File: config.mk
export PLATFORM = sky130hd
export DESIGN_NAME = sonar_sync_fifo
export DESIGN_NICKNAME = d
export VERILOG_FILES = /design/src/rtl/sonar_sync_fifo.sv
export SDC_FILE = /design/constraint.sdc
export NUM_CORES = 1
export LEC_CHECK = 0
export CAP_MARGIN = 20
export CORE_MARGIN = 2
export CORE_UTILIZATION = 60
export DETAILED_ROUTE_END_ITERATION = 8
export PLACE_DENSITY = 0.79
export SLEW_MARGIN = 20
export SYNTH_ARGS = -nofsm -noshare
export SYNTH_HDL_FRONTEND = slang
export SYNTH_SLANG_ARGS = --single-unit
File: constraint.sdc
create_clock -name clk -period 3.65 [get_ports clk]
set_input_delay 0.365 -clock clk [delete_from_list [all_inputs] [get_ports clk]]
set_output_delay 0.365 -clock clk [all_outputs]
set_load 0.02 [all_outputs]
File: src/rtl/sonar_sync_fifo.sv
// rtl/sonar_sync_fifo.sv - first-word fall-through FIFO with registered flags and sync clear
module sonar_sync_fifo #(
  parameter int WIDTH = 8,
  parameter int DEPTH = 16
) (
  input  logic             clk,
  input  logic             rst,
  input  logic             clear,
  input  logic             push,
  input  logic [WIDTH-1:0] din,
  input  logic             pop,
  output logic [WIDTH-1:0] dout,
  output logic             full,
  output logic             empty
);

  localparam int AW = $clog2(DEPTH);
  localparam logic [AW:0] DEPTH_V = (AW+1)'(DEPTH);

  logic [WIDTH-1:0] mem [DEPTH];
  logic [AW-1:0]    wrPtr;
  logic [AW-1:0]    rdPtr;
  logic [AW:0]      count;
  logic [AW:0]      countNext;
  logic             doPush;
  logic             doPop;

  assign doPop     = pop && !empty;
  // A pop frees the slot in the same cycle, so push-while-full is accepted when paired with a pop.
  assign doPush    = push && (!full || doPop);
  assign countNext = count + {{AW{1'b0}}, doPush} - {{AW{1'b0}}, doPop};
  assign dout      = mem[rdPtr];

  always_ff @(posedge clk or posedge rst) begin
    if (rst) begin
      wrPtr <= '0;
      rdPtr <= '0;
      count <= '0;
      full  <= 1'b0;
      empty <= 1'b1;
    end else if (clear) begin
      wrPtr <= '0;
      rdPtr <= '0;
      count <= '0;
      full  <= 1'b0;
      empty <= 1'b1;
    end else begin
      if (doPush) wrPtr <= wrPtr + 1'b1;
      if (doPop)  rdPtr <= rdPtr + 1'b1;
      count <= countNext;
      full  <= (countNext == DEPTH_V);
      empty <= (countNext == '0);
    end
  end

  always_ff @(posedge clk) begin
    if (doPush && !clear) mem[wrPtr] <= din;
  end

endmodule

==> out/qor.txt, run 1 <==
RSZ-0062 raised after global routing = false
diodes inserted = 0
Clock Sink Count = 143
most frequent cells in the layout = edfxtp_1, nor2_1, clkdlybuf4s50_1
Pwr per Cell Area = 623 nW/µm²
fraction of layout cells with a size suffix above 1 = 18.4%
Min Clock Period, post-route = 3.31 ns
Max-Cap Viols = 0
worst r2r path cells = 11
Slowest Stage Delay on Critical Path = 0.61 ns
vias in the first global route = 2908
total CTS buffers = 17
Initial DRT Pass Iterations = 4
synthesis-to-finish area growth = 16.3%
Die Ht = 103 µm
Final Net Count = 370
Reg power frac = 45.1%
Resized cells post-CTS = 0
worst-path cell chain = buf_4 > mux4_1 > a22oi_1 > nand2_1 > clkdlybuf4s50_1
I/O Buffers = 22
Die Area = 10500 µm²
Rel. slew slack = 47.6%
Mapped Cells = 306
Avg Cell Area, Syn = 19.0 µm²
row count = 35
outcome = finished clean
reg2reg setup slack = 0.90 ns
Buf+Inv Stages, Crit Path = 2
clock power share = 38.8%
worst hold path type = input pin to asynchronous set/reset pin
post-route ant nets = 0
# setup viols final = 0
largest net degree at the start of global routing = 36
post-synthesis cell type count = 35
routed len/inst = 20.8 µm
Pint = 3170 µW
starting density of the core = 62.5%
worst setup margin = 0.335 ns
CORE AREA = 9330 µm²
RR Endpoint = full
Reg clk slew, reported paths = 0.06 ns
hpwl dp = 6480 µm
delay-heaviest family, CP = buffers and inverters
r2r startpoint = empty
CTS root buf = clkbuf_8
Die X = 103 µm
Setup Buffers After CTS = 0
sequential area share after synthesis = 72.4%
f_max = 302 MHz
Global Route Usage Sum = 21.8%
Final Hold Fails = 0
Final Routed Wirelength = 10100 µm
first-pass GRT wire length = 16000 µm
Combinational Power Share = 16.1%
Max Clock Skew = 0.00851 ns
Post-route DRC = 0
Worst-Margin Slew = 0.784 ns
syn_nets = 330
Inst Count DP = 456
max-slew violations = 0
Worst EP arrival = 2.95 ns
switching pwr = 1050 µW
DRT iter0 DRCs = 212
Leakage = 0.00232 µW
Clock Latency Late Sink = 0.51 ns
hold_buf cts = 0
most common cell after layout, fill and taps aside = edfxtp_1
Congestion Overflow GR = 0
CTS H-tree depth = 4
Filler Cells Inserted = 547
synthesized area = 5830 µm²
post-placement worst setup slack = 0.487 ns
Max Root-Sink Buffers = 2
Yosys Warn Count = 0
CP required = 3.28 ns
slowest CP cell = dfrtp_2
Worst setup SP type = register
Final Non-Filler Cells = 488
Via Count = 2795
GP Congestion = 0.806
DR vias/cell = 5.73
total power = 4220 µW
setup_tns = 0 ns
switch share = 24.8%
CP Capture Type = output pin
antenna violations before repair = 0
Ports = 23
CTS tree = built
peak supply drop = 0.000401 V
Crit Path Category = register to output pin
crit-path max FO = 13
fin crit share = 90.8%
Seq cells post-synth = 143
## power by group through the flow
stage          Combinational (µW)  Clock, µW  Sequential [µW]
2_1_floorplan                 508          0             1920
3_3_place_gp                  668          0             1940
3_5_place_dp                  684          0             1940
4_1_cts                       689       1660             1900
5_1_grt                       758       1730             1910
6_report                      680       1640             1900
## flip-flops by register name, summed over array words and instances, names as in the netlist
signal / flops
mem: 128
count: 5
rdPtr: 4
wrPtr: 4
empty: 1
full: 1
## worst max path at each step
stage / startpoint / end / slack, ns / cells past startpoint
CTS: rdPtr[0] / dout[3] / 0.31 / 5
finish: rdPtr[0] / dout[3] / 0.34 / 5
floorplan: empty / full / 1.06 / 11
detailed placement: pop / full / 0.49 / 12
global route: rdPtr[0] / dout[3] / 0.20 / 5
global placement: pop / full / 0.60 / 12
## routing by layer
layer / track usage [%] / share of wire (%) / routed length, µm
met5: 0 / 0 / 0
met4: 7.08 / 0.93 / 94
met3: 5.69 / 6.1 / 620
met2: 35.5 / 52 / 5280
met1: 29.4 / 41 / 4140
## synthesized netlist by cell type
library cell | number | share of area (%)
nand2_1 | 17 | 1.1
and2b_1 | 1 | 0.13
buf_12 | 1 | 0.34
ha_1 | 10 | 2.1
nand3_1 | 1 | 0.086
nand2b_1 | 3 | 0.32
nor3_1 | 4 | 0.34
edfxtp_1 | 128 | 66
clkdlybuf4s25_2 | 2 | 0.34
a21o_1 | 2 | 0.26
nand4_1 | 1 | 0.11
inv_1 | 13 | 0.84
xnor2_1 | 6 | 0.90
mux2i_1 | 1 | 0.17
buf_2 | 2 | 0.17
a211oi_1 | 3 | 0.39
a21oi_1 | 4 | 0.34
mux4_1 | 11 | 5.0
nor2_1 | 24 | 1.5
a41o_1 | 1 | 0.17
dfstp_2 | 1 | 0.45
buf_4 | 1 | 0.13
nor2b_1 | 3 | 0.32
dfrtp_1 | 14 | 6.0
buf_6 | 3 | 0.58
dlygate4sd2_1 | 1 | 0.15
nor4bb_1 | 1 | 0.17
a22oi_1 | 16 | 2.1
and2_1 | 1 | 0.11
buf_1 | 1 | 0.064
clkbuf_4 | 1 | 0.13
clkbuf_1 | 2 | 0.13
mux4_2 | 21 | 8.1
xor2_1 | 4 | 0.60
fa_1 | 1 | 0.34
## cells by family (layout without fill, tap and decap cells)
kind of cell	Yosys count	in the layout	share of synthesized area, %
flops	143	143	72.4
simple gates	56	56	4.23
mux	33	33	13.2
buf+inv	27	80	2.88
compound gates	26	26	3.22
fa+ha+maj	11	11	2.49
xor+xnor	10	10	1.50
## area by class of cell
class	instances	area [µm²]	area share (%)
sequential	143	4220	62.3
clock buffer	17	414	6.11
inverter	13	48.8	0.720
tap	129	161	2.38
timing repair buffer	35	330	4.88
multi-input combinational	136	1440	21.2
clock inverter	15	159	2.35
## per-stage QoR
step	hold WS, ns	instance area, µm²	util [%]
2_1_floorplan	0.266	5830	-
3_3_place_gp	0.572	6200	66.5
3_5_place_dp	0.606	6200	66.5
4_1_cts	0.218	6770	72.6
5_1_grt	0.279	6770	72.6
6_report	0.209	6770	72.6
Note: power is estimated with default switching activity, not from simulation.
==> run 2: changes to the inputs <==
--- a/config.mk
+++ b/config.mk
@@ -8,6 +8,7 @@
 export CAP_MARGIN = 20
 export CORE_MARGIN = 2
 export CORE_UTILIZATION = 60
+export CTS_CLUSTER_SIZE = 24
 export DETAILED_ROUTE_END_ITERATION = 8
 export PLACE_DENSITY = 0.79
 export SLEW_MARGIN = 20
==> results of run 2 <==
Final layout, timing and power as in run 1 (identical DEF).
